File: config.mk
export PLATFORM = sky130hd
export DESIGN_NAME = data_memory_arbiter
export DESIGN_NICKNAME = d
export VERILOG_FILES = /design/src/rtl/data_memory_arbiter.sv
export SDC_FILE = /design/constraint.sdc
export NUM_CORES = 1
export LEC_CHECK = 0
export BUFFER_PORTS_ARGS = -buffer_cell sky130_fd_sc_hd__buf_2
export CAP_MARGIN = 40
export CORE_AREA = 2 2 102 104
export CTS_CLUSTER_DIAMETER = 120
export DETAILED_ROUTE_END_ITERATION = 6
export DIE_AREA = 0 0 104 106
export SLEW_MARGIN = 20
export SYNTH_ARGS = -nofsm -noshare
export SYNTH_HDL_FRONTEND = slang
export SYNTH_SLANG_ARGS = --single-unit
File: constraint.sdc
create_clock -name clk -period 2.6 [get_ports clk]
set_input_delay 0.78 -clock clk [delete_from_list [all_inputs] [get_ports clk]]
set_output_delay 0.78 -clock clk [all_outputs]
set_load 0.02 [all_outputs]
File: src/rtl/data_memory_arbiter.sv
// Two-master arbiter for the single-port data memory: burst-limited round-robin grant,
// combinational memory port mux, and a fixed-latency read-return pipe tagged by master id.
module data_memory_arbiter #(
  parameter int ADDR_W       = 14,
  parameter int DATA_W       = 32,
  parameter int MAX_BURST    = 4,
  parameter int READ_LATENCY = 1
) (
  input  logic                  clk,
  input  logic                  reset_n,
  input  logic [ADDR_W-1:0]     m0_address,
  input  logic [DATA_W/8-1:0]   m0_byteenable,
  input  logic                  m0_read,
  input  logic                  m0_write,
  input  logic [DATA_W-1:0]     m0_writedata,
  output logic                  m0_waitrequest,
  output logic [DATA_W-1:0]     m0_readdata,
  output logic                  m0_readdatavalid,
  input  logic [ADDR_W-1:0]     m1_address,
  input  logic [DATA_W/8-1:0]   m1_byteenable,
  input  logic                  m1_read,
  input  logic                  m1_write,
  input  logic [DATA_W-1:0]     m1_writedata,
  output logic                  m1_waitrequest,
  output logic [DATA_W-1:0]     m1_readdata,
  output logic                  m1_readdatavalid,
  output logic [ADDR_W-1:0]     mem_address,
  output logic [DATA_W/8-1:0]   mem_byteenable,
  output logic                  mem_chipselect,
  output logic                  mem_write,
  output logic                  mem_debugaccess,
  output logic [DATA_W-1:0]     mem_writedata,
  output logic                  mem_clken,
  input  logic [DATA_W-1:0]     mem_readdata
);

  localparam int CNT_W = $clog2(MAX_BURST + 1);
  localparam logic [CNT_W-1:0] MAX_CNT = CNT_W'(MAX_BURST);

  typedef enum logic [1:0] {
    IDLE = 2'd0,
    OWN0 = 2'd1,
    OWN1 = 2'd2
  } state_e;

  state_e                  state_q, state_d;
  logic [CNT_W-1:0]        burst_cnt_q, burst_cnt_d;
  logic                    last_owner_q, last_owner_d;
  logic [READ_LATENCY-1:0] rd_vld_q;
  logic [READ_LATENCY-1:0] rd_id_q;

  logic req0, req1;
  logic gnt_vld, gnt_id;
  logic gnt_read, gnt_write;

  assign req0 = m0_read | m0_write;
  assign req1 = m1_read | m1_write;

  // Owner keeps the grant until its burst is spent and the other side is waiting.
  always_comb begin
    gnt_vld = 1'b0;
    gnt_id  = 1'b0;
    case (state_q)
      OWN0: begin
        if (req0 && ((burst_cnt_q < MAX_CNT) || !req1)) begin
          gnt_vld = 1'b1;
          gnt_id  = 1'b0;
        end else if (req1) begin
          gnt_vld = 1'b1;
          gnt_id  = 1'b1;
        end
      end
      OWN1: begin
        if (req1 && ((burst_cnt_q < MAX_CNT) || !req0)) begin
          gnt_vld = 1'b1;
          gnt_id  = 1'b1;
        end else if (req0) begin
          gnt_vld = 1'b1;
          gnt_id  = 1'b0;
        end
      end
      default: begin
        if (req0 && req1) begin
          gnt_vld = 1'b1;
          gnt_id  = ~last_owner_q;
        end else if (req0) begin
          gnt_vld = 1'b1;
          gnt_id  = 1'b0;
        end else if (req1) begin
          gnt_vld = 1'b1;
          gnt_id  = 1'b1;
        end
      end
    endcase
    if (!reset_n) gnt_vld = 1'b0;
  end

  always_comb begin
    state_d      = IDLE;
    burst_cnt_d  = '0;
    last_owner_d = last_owner_q;
    if (gnt_vld) begin
      state_d      = gnt_id ? OWN1 : OWN0;
      last_owner_d = gnt_id;
      if (state_q == state_d)
        burst_cnt_d = (burst_cnt_q < MAX_CNT) ? burst_cnt_q + 1'b1 : MAX_CNT;
      else
        burst_cnt_d = CNT_W'(1);
    end
  end

  assign gnt_read  = gnt_id ? m1_read  : m0_read;
  assign gnt_write = gnt_id ? m1_write : m0_write;

  always_ff @(posedge clk or negedge reset_n) begin
    if (!reset_n) begin
      state_q      <= IDLE;
      burst_cnt_q  <= '0;
      last_owner_q <= 1'b1;
      rd_vld_q     <= '0;
      rd_id_q      <= '0;
    end else begin
      state_q      <= state_d;
      burst_cnt_q  <= burst_cnt_d;
      last_owner_q <= last_owner_d;
      rd_vld_q[0]  <= gnt_vld & gnt_read;
      rd_id_q[0]   <= gnt_id;
      for (int i = 1; i < READ_LATENCY; i++) begin
        rd_vld_q[i] <= rd_vld_q[i-1];
        rd_id_q[i]  <= rd_id_q[i-1];
      end
    end
  end

  // Waitrequest is only raised against a master that is asking and losing, or in reset.
  assign m0_waitrequest   = ~reset_n | (req0 & ~(gnt_vld & ~gnt_id));
  assign m1_waitrequest   = ~reset_n | (req1 & ~(gnt_vld &  gnt_id));
  assign m0_readdatavalid = rd_vld_q[READ_LATENCY-1] & ~rd_id_q[READ_LATENCY-1];
  assign m1_readdatavalid = rd_vld_q[READ_LATENCY-1] &  rd_id_q[READ_LATENCY-1];
  assign m0_readdata      = mem_readdata;
  assign m1_readdata      = mem_readdata;

  assign mem_address      = gnt_id ? m1_address    : m0_address;
  assign mem_byteenable   = gnt_id ? m1_byteenable : m0_byteenable;
  assign mem_writedata    = gnt_id ? m1_writedata  : m0_writedata;
  assign mem_chipselect   = gnt_vld;
  assign mem_write        = gnt_vld & gnt_write;
  assign mem_debugaccess  = mem_write;
  assign mem_clken        = 1'b1;

endmodule

---- After elaboration in Yosys (flattened, before gate mapping) ----
Cells that the tools add are included.
storage, ports and cells
  register bits after elaboration ......... 8
  word-level logic and storage cells ...... 58
operators by class
  add/sub/neg operators ................... 1
  muxes and demuxes ....................... 23
  equality and inequality tests ........... 3
  bitwise gates (word level) .............. 18
  reductions and logical operators ........ 7
  order comparisons ....................... 1
operator list
  kind                                                                   count
  32-bit 2-to-1 mux                                                      1
  14-bit 2-to-1 mux                                                      1
  1-bit 2-to-1 mux                                                       13
  3-bit 2-to-1 mux                                                       3
  1-bit bitwise AND                                                      8
  1-bit NOT                                                              6
  2-bit 2-to-1 mux                                                       2
  4-bit 2-to-1 mux                                                       1
  1-bit OR                                                               4
  1-bit case mux with 2 select lines                                     2
  3-bit by 1-bit adder with 3-bit output, second input constant          1
  1-bit logical AND                                                      3
  3-bit less-than comparator, second input constant                      1
  2-bit by 1-bit equality test with 1-bit output, second input constant  1
  2-bit equality test                                                    1
  2-bit equality test, second input constant                             1
  1-bit zero test                                                        2
  1-bit logical OR                                                       2

---- Depth between registers and ports, before layout ----
  depth after elaboration ................. 11
  mapped depth ............................ 8
  mapped depth without buffers ............ 6

---- Least setup slack after synthesis ----
No wires, ideal clock.
  path type ............................... input-to-output
  start point ............................. input m0_read
  end point ............................... output mem_write
  cell stages on the path ................. 6
  path slack .............................. -353 ps
  buffers on the path ..................... 2
  arrival ................................. 2173 ps
  data required time ...................... 1820 ps
  cells stage by stage .................... o211ai_1 > o2111ai_4 > buf_4 > mux2i_1 > nor2_1 > buf_4
between the ends
  word-level cells in the longest chain between the ends .. 8
  elaborated cells between the ends (all ways) .. 20
  those cells by class .................... mux: 13; bitwise: 2; reduce/logical: 5
ends and longest elaborated chain
  what                                        RTL line  text
  start, declared                             13        input logic m0_read,
  1-bit OR (*)                                56        assign req0 = m0_read | m0_write;
  1-bit zero test                             74        if (req1 && ((burst_cnt_q < MAX_CNT) || !req0)) begin
  1-bit logical OR                            74
  1-bit logical AND                           74
  1-bit 2-to-1 mux                            74
  1-bit case mux with 2 select lines          63        case (state_q)
  1-bit 2-to-1 mux, on equally long branches  95, 113
  1-bit bitwise AND (*)                       147       assign mem_write = gnt_vld & gnt_write;
  end, declared                               30        output logic mem_write,
Every way passes the cells marked *; elsewhere a longest branch is shown, timed or not.

---- Worst setup path in the final report ----
  start point ............................. register state_q[1]
  end point ............................... output mem_writedata[19]
between the ends
  word-level cells in the longest chain between the ends .. 3
  elaborated cells between the ends (all ways) .. 4
  those cells by class .................... eq/ne: 2; mux: 2
ends and longest elaborated chain
  what                                                                                   RTL line  text
  start, declared                                                                        46        state_e state_q, state_d;
  start signal, assigned                                                                 123       state_q <= state_d;
  2-bit equality test or 2-bit by 1-bit equality test with 1-bit output (tied branches)  63
  1-bit case mux with 2 select lines (*)                                                 63
  32-bit 2-to-1 mux (*)                                                                  145       assign mem_writedata = gnt_id ? m1_writedata : m0_writedata;
  end, declared                                                                          32        output logic [DATA_W-1:0] mem_writedata,
Marked as above.

==> summary.md <==
| Metric | Value |
|---|---|
| Yosys reg bits | 8 |
| Async set-or-reset flop fraction in the synthesized netlist | 100% |
| RSZ-0062 raised after global routing | true |
| Core region area | around 0.010 mm² |
| Die area | 0.0110 mm² |
| Fin Hold WS | 0.522 ns |
| PD cells | roughly 1300 mW/mm² |
| Buffer and inverter count on the worst path | 4 |
| Maxcap violations | 0 |
| Clock Path Buffers | 2 |
| Die width | 104 µm |
| Worst-path fanout max | 15 |
| Number of global-route vias before repair | 1600 |
| Post-synthesis cell area | 0.00157 mm² |
| Gr usage total | a little under a tenth |
| Via/cell ratio | 3.71 |
| Fraction of layout cells with a size suffix above 1 | 89.6% |
| DR DRC count | 0 |
| Psw | 1440 µW |
| First-pass DRT Iterations | 4 |
| Ports | 260 |
| Status | finished with violations |
| FF-to-FF path depth | 10 |
| TNS Setup | -21.13 ns |
| Port bufs | 162 |
| Post-synth EDFFs | 0 |
| Combinational share of power | about nine tenths |
| CTS Buf Count | 3 |
| Placed cell count | 405 |
| Hold buffer count at CTS | 0 |
| Clk_skew | 0.00471 ns |
| Reg-to-Reg Start | state_q[1] |
| Rows | 37 |
| TritonCTS clock tree | built |
| Post-DP HPWL | approximately 4500 µm |
| Ys flop type | dfrtp_1 |
| Total wire length | 5920 µm |
| Fin crit period | slightly above 3 ns |
| CP delay by family, top | buffers and inverters |
| Ys Warns | 0 |
| Fillers | 1098 |
| Via count | between 1500 and 2000 |
| Switching share of power | 42.5% |
| Pleak | ~0.0014 µW |
| Initial DRC Count | 44 |
| Total Power | 3380 µW |
| CP peak stage delay | 0.42 ns |
| Final global-route overflow total | 0 |
| Post-Layout Cell Count | 425 |
| CP Capture Type | output port |
| Most used cell, CP | buf_12 |
| Part of the cycle the worst path needs | 117% |
| Clock Latency Late Sink | 0.23 ns |
| CTS Sinks | 8 |
| Final WS setup | -0.429 ns |
| Root buffer cell | clkbuf_8 |
| RR Endpoint | burst_cnt_q[0] |
| Global-route wire length before repair | between 8000 and 9000 µm |
| Register area share after synthesis | 12.8% |
| Crit path cell chain | inv_2 -> ha_2 -> or3_4 -> o2111ai_4 -> buf_12 -> buf_12 -> mux2_2 -> buf_2 |
| Fmax | 330 MHz |
| Wire per inst | 13.9 µm |
| Slowest-stage cell, CP | dfrtp_1 |
| Flop-to-flop setup slack | 0.39 ns |
| Avg Cell Area, Syn | 9.40 µm² |
| Final #Nets | 431 |
| Diodes inserted | 0 |
| Final setup violation count | between 50 and 60 |
| Die H | 106 µm |
| Initial Util | ~16% |
| Post-synth cell types | 25 |
| Final slew viol count | 0 |
| CP Class | reg2out |
| Remaining antenna violation count after routing | 0 |
| Syn Inst Count | 167 |
| Largest net degree at the start of global routing | 26 |
| Violated checks | setup timing |
| CTS H-tree depth | 1 |
| Antenna violations before repair | 0 |
| Final hold violation count | 0 |
| Startpoint types | flop |
| Setup Slack @ Placement | -0.298 ns |
| Critical Path RT | 1.82 ns |
| Syn_nets | 308 |
| CP Data Arrival Time | 2.25 ns |
| Clk network pwr share | 4.5% |
| Area Growth Syn to Fin | 70.1% |
| Cell Int Power | 1940 µW |
| Most frequent cells in the layout | buf_2, mux2_2, buf_6 |
| Most common cell after layout, fill and taps aside | buf_2 |
| Min-delay worst type | in2async |
| Peak supply drop | between 0.0005 and 0.0006 V |
| Placer Congestion | 0.784 |
| Clk slew on worst S/H paths | approximately 0.04 ns |
| Sequential share of power | 6.0% |
-- cell families after synthesis --
| family | synth area share [%] |
|---|---|
| DFF | 12.8 |
| buffers and inverters | 34.9 |
| muxes | 38.8 |
| adders and majority gates | 2.39 |
| and+or+nand+nor | 5.10 |
| other | 0.239 |
| AOI/OAI and AO/OA | 5.74 |
-- routing by layer --
metal,global-route usage [%],part of all wire (%),vias up,wire length (µm)
met5,0,0,-,0
met3,3.31,10,19,607
met4,1.74,1.7,0,103
met1,10.8,38,702,2260
li1,-,-,743,-
met2,16.1,50,111,2940
-- cells in the mapped netlist, types with 2 or more instances --
library cell | n | share of area [%]
a21o_1 | 2 | 0.96
buf_4 | 71 | 34
dfrtp_1 | 7 | 11
ha_1 | 3 | 2.4
inv_1 | 4 | 0.96
mux2_2 | 50 | 36
mux2i_1 | 3 | 1.9
nor2_1 | 10 | 2.4
-- power by group through the flow --
stage,sequential (µW),combinational (µW),clock [µW]
3_5_place_dp,198,2120,0
4_1_cts,200,2660,158
6_report,202,3020,153
3_3_place_gp,196,2090,0
2_1_floorplan,190,1650,0
5_1_grt,209,3180,168
-- cell type report --
| class | instances | area, µm² | area share [%] |
|---|---|---|---|
| Tap cell | 136 | 170 | 6.38 |
| Inverter | 4 | 15.0 | 0.563 |
| Multi-Input combinational cell | 84 | 931 | 34.9 |
| Sequential cell | 8 | 201 | 7.55 |
| Clock buffer | 4 | 45.0 | 1.69 |
| Timing Repair Buffer | 189 | 1310 | 48.9 |
-- registers in the layout (all words and copies together), names as in the netlist --
signal / count
rd_id_q: 1
rd_vld_q: 1
burst_cnt_q: 3
last_owner_q: 1
state_q: 2
-- worst max-delay path by stage --
stage / startpoint / cells after the start / endpoint
after floorplan: m0_write / 6 / mem_write
after global routing: state_q[0] / 8 / mem_writedata[2]
after detailed placement: m1_write / 6 / mem_writedata[24]
final: state_q[1] / 8 / mem_writedata[19]
after global placement: m1_write / 6 / mem_writedata[24]
after CTS: state_q[0] / 8 / mem_writedata[11]
-- through the flow --
step / utilization, % / area [µm²]
floorplan: - / 1590
global placement: 21.4 / 2140
detailed placement: 21.4 / 2140
CTS: 24.4 / 2440
global route: 26.7 / 2670
finish: 26.7 / 2670
-- timing repair --
| action | 4_1_cts | 5_1_grt |
|---|---|---|
| endpoints found under the setup margin | 55 | 55 |
| cloned | 1 | 1 |
| gates resized for setup | 43 | 44 |
| pin swaps | 1 | 6 |
| endpoints found under the hold margin | 0 | 0 |
| buffers inserted | 7 | 7 |
(Power assumes the default switching activity.)
